<file path="config.mk">
export PLATFORM = sky130hd
export DESIGN_NAME = sbox_ram_arbiter
export DESIGN_NICKNAME = d
export VERILOG_FILES = /design/src/rtl/sbox_ram_arbiter.sv
export SDC_FILE = /design/constraint.sdc
export NUM_CORES = 1
export LEC_CHECK = 0
export ABC_CLOCK_PERIOD_IN_PS = 1570
export CAP_MARGIN = 25
export CORE_MARGIN = 5
export CORE_UTILIZATION = 25
export CTS_BUF_LIST = sky130_fd_sc_hd__clkbuf_16
export DETAILED_ROUTE_END_ITERATION = 8
export PLACE_DENSITY = 0.78
export SYNTH_ARGS = -nofsm -noshare
export SYNTH_HDL_FRONTEND = slang
export SYNTH_SLANG_ARGS = --single-unit
</file>
<file path="constraint.sdc">
create_clock -name clk_i -period 1.57 [get_ports clk_i]
set_input_delay 0.157 -clock clk_i [delete_from_list [all_inputs] [get_ports clk_i]]
set_output_delay 0.157 -clock clk_i [all_outputs]
set_load 0.1 [all_outputs]
</file>
<file path="src/rtl/sbox_ram_arbiter.sv">
// S-box table RAM arbiter: shares one single-port RAM between the EX-stage
// custom unit (priority, lockable) and a host table loader (starvation-guarded).
module sbox_ram_arbiter #(
  parameter int unsigned AddrWidth       = 8,
  parameter int unsigned DataWidth       = 32,
  parameter int unsigned HostStarveLimit = 4
) (
  input  logic                 clk_i,
  input  logic                 rst_ni,
  input  logic                 cu_req_i,
  input  logic                 cu_we_i,
  input  logic                 cu_lock_i,
  input  logic [AddrWidth-1:0] cu_addr_i,
  input  logic [DataWidth-1:0] cu_wdata_i,
  output logic                 cu_gnt_o,
  output logic                 cu_rvalid_o,
  output logic [DataWidth-1:0] cu_rdata_o,
  input  logic                 host_req_i,
  input  logic                 host_we_i,
  input  logic [AddrWidth-1:0] host_addr_i,
  input  logic [DataWidth-1:0] host_wdata_i,
  output logic                 host_gnt_o,
  output logic                 host_rvalid_o,
  output logic [DataWidth-1:0] host_rdata_o,
  output logic                 ram_req_o,
  output logic                 ram_we_o,
  output logic [AddrWidth-1:0] ram_addr_o,
  output logic [DataWidth-1:0] ram_wdata_o,
  input  logic [DataWidth-1:0] ram_rdata_i,
  output logic                 owner_lock_o
);

  localparam logic [3:0] Limit = 4'(HostStarveLimit);

  typedef enum logic {
    ARB,
    CU_LOCK
  } state_e;

  state_e     state;
  logic [3:0] starve_cnt;
  logic       cu_pend;
  logic       host_pend;
  logic       locked;

  // Dropping cu_req in CU_LOCK releases the RAM in that same cycle.
  assign locked = (state == CU_LOCK) && cu_req_i;

  always_comb begin
    cu_gnt_o   = 1'b0;
    host_gnt_o = 1'b0;
    if (rst_ni) begin
      if (locked) begin
        cu_gnt_o = 1'b1;
      end else if (cu_req_i && host_req_i) begin
        if (starve_cnt == Limit) host_gnt_o = 1'b1;
        else                     cu_gnt_o   = 1'b1;
      end else if (cu_req_i) begin
        cu_gnt_o = 1'b1;
      end else if (host_req_i) begin
        host_gnt_o = 1'b1;
      end
    end
  end

  always_comb begin
    ram_req_o   = 1'b0;
    ram_we_o    = 1'b0;
    ram_addr_o  = '0;
    ram_wdata_o = '0;
    if (cu_gnt_o) begin
      ram_req_o   = 1'b1;
      ram_we_o    = cu_we_i;
      ram_addr_o  = cu_addr_i;
      ram_wdata_o = cu_wdata_i;
    end else if (host_gnt_o) begin
      ram_req_o   = 1'b1;
      ram_we_o    = host_we_i;
      ram_addr_o  = host_addr_i;
      ram_wdata_o = host_wdata_i;
    end
  end

  always_ff @(posedge clk_i) begin
    if (!rst_ni) begin
      state      <= ARB;
      starve_cnt <= '0;
      cu_pend    <= 1'b0;
      host_pend  <= 1'b0;
    end else begin
      cu_pend   <= cu_gnt_o && !cu_we_i;
      host_pend <= host_gnt_o && !host_we_i;
      if (host_gnt_o) begin
        starve_cnt <= '0;
      end else if (host_req_i && starve_cnt != Limit) begin
        starve_cnt <= starve_cnt + 4'd1;
      end
      unique case (state)
        ARB: begin
          if (cu_gnt_o && cu_lock_i) state <= CU_LOCK;
        end
        CU_LOCK: begin
          if (!cu_req_i || !cu_lock_i) state <= ARB;
        end
        default: state <= ARB;
      endcase
    end
  end

  assign cu_rvalid_o   = cu_pend;
  assign host_rvalid_o = host_pend;
  assign cu_rdata_o    = ram_rdata_i;
  assign host_rdata_o  = ram_rdata_i;
  assign owner_lock_o  = (state == CU_LOCK);

endmodule
</file>
== Yosys cells after proc, flatten, opt, wreduce, memory -nomap -nowiden ==
Index checks and enable logic that the tools add are counted.

* Bitwise operators: 2
* Eq/ne operators: 2
* Reductions and logical operators: 12
* Multiplexer cells: 22
* Add/subtract/negate cells: 1

{| class="wikitable"
|+ Operators with widths
! operator !! number
|-
| $mux W32 || 2
|-
| $mux W1 || 17
|-
| $mux W8 || 2
|-
| $logic_and A1 B1 Y1 || 6
|-
| $add A4 B1 Y4 const B || 1
|-
| $eq A4 B3 Y1 const B || 1
|-
| $logic_not A1 Y1 || 4
|-
| $ne A4 B3 Y1 const B || 1
|-
| $not A1 Y1 || 2
|-
| $pmux W1 S2 || 1
|-
| $reduce_or A2 Y1 || 1
|-
| $logic_or A1 B1 Y1 || 1
|}

* Flip-flop bits (word level): 7
* Output and inout port bits: 111

== Logic depth before layout (Yosys ltp) ==
* Depth in word-level cells: 8
* Mapped depth: 7

== Least setup slack after synthesis ==
OpenSTA, ideal clock, no wires.

* Path type: register to register
* Start point: reg state (netlist: owner_lock_o)
* End point: reg state (netlist: owner_lock_o)
* Library setup time: 0.067 ns
* Slack: -1.495 ns
* Arrival time: 2.997 ns
* Path buffers: 1
* Period minus slack after synthesis: 3.065 ns
* Cell stages (with the launch flop): 5
* Cell sequence: dfxtp_1 -> nor2b_1 -> clkbuf_1 -> a21oi_1 -> and2_1

* Word-level cells in the longest chain between the ends: 6

{| class="wikitable"
|+ Ends and longest elaborated chain
! what !! RTL line !! source
|-
| start: declaration || 40 || <nowiki>state_e state;</nowiki>
|-
| start signal: assignment || 86 || <nowiki>state <= ARB;</nowiki>
|-
| start signal: assignment || 100 || <nowiki>if (cu_gnt_o && cu_lock_i) state <= CU_LOCK;</nowiki>
|-
| start signal: assignment || 103 || <nowiki>if (!cu_req_i || !cu_lock_i) state <= ARB;</nowiki>
|-
| $logic_and A1 B1 Y1 || 47 || <nowiki>assign locked = (state == CU_LOCK) && cu_req_i;</nowiki>
|-
| $mux W1 || 53 || <nowiki>if (locked) begin</nowiki>
|-
| $mux W1 || 52 || <nowiki>if (rst_ni) begin</nowiki>
|-
| net cu_gnt_o || 15 || <nowiki>output logic cu_gnt_o,</nowiki>
|-
| $logic_and A1 B1 Y1 || 100 ||
|-
| $mux W1 || 100 ||
|-
| $pmux W1 S2 || 98 || <nowiki>unique case (state)</nowiki>
|}

The timed path passes the listed nets, and every way through them passes these cells.
A chain may end at the register's enable or synchronous reset.

== Worst setup path after layout ==
* Start point: reg starve_cnt[0]
* End point: out ram_wdata_o[13]

* Word-level cells in the longest chain between the ends: 7

{| class="wikitable"
|+ Ends and longest elaborated chain
! what !! RTL line !! source
|-
| start: declaration || 41 || <nowiki>logic [3:0] starve_cnt;</nowiki>
|-
| start signal: assignment || 96 || <nowiki>starve_cnt <= starve_cnt + 4'd1;</nowiki>
|-
| $eq A4 B3 Y1 (*) || 56 || <nowiki>if (starve_cnt == Limit) host_gnt_o = 1'b1;</nowiki>
|-
| $mux W1 || 56 ||
|-
| $mux W1 || 55 || <nowiki>end else if (cu_req_i && host_req_i) begin</nowiki>
|-
| $mux W1 || 53 ||
|-
| $mux W1 || 52 ||
|-
| $mux W32 || 76 || <nowiki>end else if (host_gnt_o) begin</nowiki>
|-
| $mux W32 (*) || 71 || <nowiki>if (cu_gnt_o) begin</nowiki>
|-
| end: declaration || 28 || <nowiki>output logic [DataWidth-1:0] ram_wdata_o,</nowiki>
|}

Every way passes the cells marked *; elsewhere a longest branch is shown, timed or not.

==> flow_metrics.tcl <==
set metrics [dict create \
    avgSynthCellArea_sq_um 5.88 \
    slowest_stage "dfxtp_2" \
    worstPathRequired_ps 1410 \
    hold_class "in2out" \
    multi_input_area_sq_um 2090 \
    drt-wirelength-per-cell_um 17.8 \
    dp_hpwl_um 6850 \
    die_w_um 99.7 \
    seq_area_frac_synth_pct 6.97 \
    core_sq_um 7770 \
    drc 0 \
    fmax_mhz 527 \
    htree_levels 1 \
    ys_seq_elements 7 \
    clockBufferDepth 2 \
    maxSlewHeadroom_pct 71.7 \
    clockRootBuffer "clkbuf_16" \
    worst_slack_ps -328 \
    port_buffers 133 \
    row_count 32 \
    synth-main-ff-cell "dfxtp_1" \
    leakage_nw 1.68 \
    firstDrtPassIters 4 \
    synth-async-reset-ratio_pct 0 \
    antenna_cells 0 \
    initial_core_util_pct 25.9 \
    drtIter0Drc 62 \
    grt_pass1_wl_um 14000 \
    synth_top_cell_by_area "buf_4" \
    synth_edf_count 0 \
    setup_viol 44 \
    areaGrowthSynthToFinish_pct 129 \
    cts_tree "built" \
    start_kind "flop" \
    critical_path_class "reg2out" \
    min_period_ps 1900 \
    final_net_count 531 \
    report.power.total_mw 2.18 \
    max_stage_delay_ps 320 \
    netlist_area_sq_um 2010 \
    die_h_um 99.7 \
    synth_cell_type_count 26 \
    ctsHoldBuffers 0 \
    grt_max_degree 40 \
    synthTopCellsByArea "buf_4, a21oi_1, nand2_1" \
    vias 2558 \
    finClkSkew_ps 1.23 \
    max_cap_viol_count 0 \
    status "complete, but fails checks" \
    path_cells "inv_2 -> ha_4 -> and3b_2 -> buf_6 -> clkbuf_16 -> a21oi_4 -> o21a_4 -> buf_12" \
    synth_common_cells "a21oi_1, nand2_1, buf_4" \
    place.gp.congestion 0.825 \
    clk_pin_slew_worst_paths_ps 40 \
    crit_start "starve_cnt[0]" \
    syn_inst 342 \
    io_pins 230 \
    via_per_inst 5.01 \
    final_area_sq_um 4620 \
    critical_path.endpoint_type "output pin" \
    grt_usage_pct 17.1 \
    dpl-instance-area_sq_um 4130 \
    rsz0062_at_grt "true" \
    period_share_pct 121 \
    critPathMaxFanout 7 \
    cts_buffers 3 \
    peakVddDrop_mv 0.471 \
    holdWs_ps 314 \
    layout-drive-gt1-share_pct 50.9 \
    worst_slew_pin_slew_ps 425 \
    fillers 623 \
    ant_nets 0 \
    wl_um 9090 \
    timing.rr.start "starve_cnt[0]" \
    worstPathArrival_ps 1740 \
    die_area_sq_um 9940 \
    syn-num-nets 463 \
    p_per_area_nw_per_um2 471 \
    regArea_sq_um 146 \
    violations "setup timing" \
    antenna_found_initial 0 \
    worstSkewPairLatency_ps 230 \
    numClockSinks 7 \
    grt_pass1_vias 2749 \
    yosysWarnings 0 \
    min-delay-start "ram_rdata_i[10]" \
    grt_overflow_total 0 \
    yosysTopAreaCellShare_pct 23.9 \
    slew_viol_final 0 \
    hold_viol 0 \
]
-- critical path: cells and delay by family (launching register included) --
family / cells / cell delay, ps
adder cells (fa/ha/maj): 1 / 170
buffers and inverters: 4 / 510
AND/OR/NAND/NOR: 1 / 220
AO/OA/AOI/OAI: 2 / 270
flip-flops: 1 / 320
-- cells in the final DEF (no fill, tap or decap) --
cell	count
nor3b_1	1
nand4_1	1
buf_2	2
a211oi_2	2
inv_2	2
or3_4	1
buf_6	2
a21oi_2	38
o21a_4	40
nor2_4	1
or3_1	1
clkdlybuf4s50_1	83
nor2b_4	1
buf_16	1
buf_4	17
a21oi_4	33
nor2_1	1
a211oi_1	1
inv_1	4
a21oi_1	14
o21a_2	1
nand2_1	84
o21ai_0	2
and3b_2	1
ha_4	1
dfxtp_2	2
nor4_2	1
nor2b_1	1
dfxtp_4	1
and2_4	1
ha_1	1
nand4bb_4	1
clkbuf_16	5
o2111a_1	1
and2_1	1
buf_12	54
nand3b_1	1
dfxtp_1	4
-- path summary, 6_finish.rpt --
check                                         to  slack (ps)  cells past startpoint
worst max-delay path             ram_wdata_o[13]        -330                      8
worst min-delay path            host_rdata_o[10]         310                      0
worst max register to register     starve_cnt[0]         -70                      7
worst min register to register     starve_cnt[3]         550                      2
-- metrics by stage --
stage / util [%] / setup slack, ps / instances / setup TNS, ps
after floorplan: - / -103 / 342 / -2510
after global placement: 53.1 / -48.0 / 502 / -380
after detailed placement: 53.1 / -74.6 / 502 / -1130
after CTS: 56.5 / -324 / 509 / -13270
after global routing: 59.4 / -373 / 511 / -15110
final: 59.4 / -328 / 511 / -12980
-- cell type report --
class / count / share of cell area (%)
sequential: 7 / 3.17
tap: 102 / 2.76
inverter: 5 / 0.407
timing repair buffer: 161 / 46.6
clock inverter: 1 / 0.0813
multi-input combinational: 232 / 45.4
clock buffer: 3 / 1.63
-- power by group --
group / switching, mW / internal (mW)
Clock: 0.105 / 0.332
Sequential: 0.00570 / 0.184
Combinational: 0.882 / 0.667
-- flip-flops by register name (all words and copies together) (netlist names) --
| register | flops |
|---|---|
| cu_rvalid_o | 1 |
| host_rvalid_o | 1 |
| owner_lock_o | 1 |
| starve_cnt | 4 |
-- metal layers --
metal  vias up  wire length [um]  track usage [%]
met5         -                 0                0
met4         0               146             4.10
met3        15              1040             7.22
met2       177              4730             31.1
met1      1151              3170             18.2
li1       1215                 -                -
-- timing repair --
item | 4_1_cts | 5_1_grt
gates resized for setup | 27 | 25
pin swaps | 2 | 0
hold endpoints to repair | 0 | 0
setup buffers | 2 | 0
cloned | 1 | 2
setup endpoints to repair | 45 | 45
-- cells by family (layout without fill, tap and decap cells) --
kind of cell	count (synthesis)	count (layout)	synth area share, %
compound gates	132	132	39.1
fa+ha+maj	2	2	1.24
buf+inv	103	170	32.5
flops	7	7	6.96
simple gates	98	98	20.3
No activity file was read; power rests on OpenSTA's default activity.
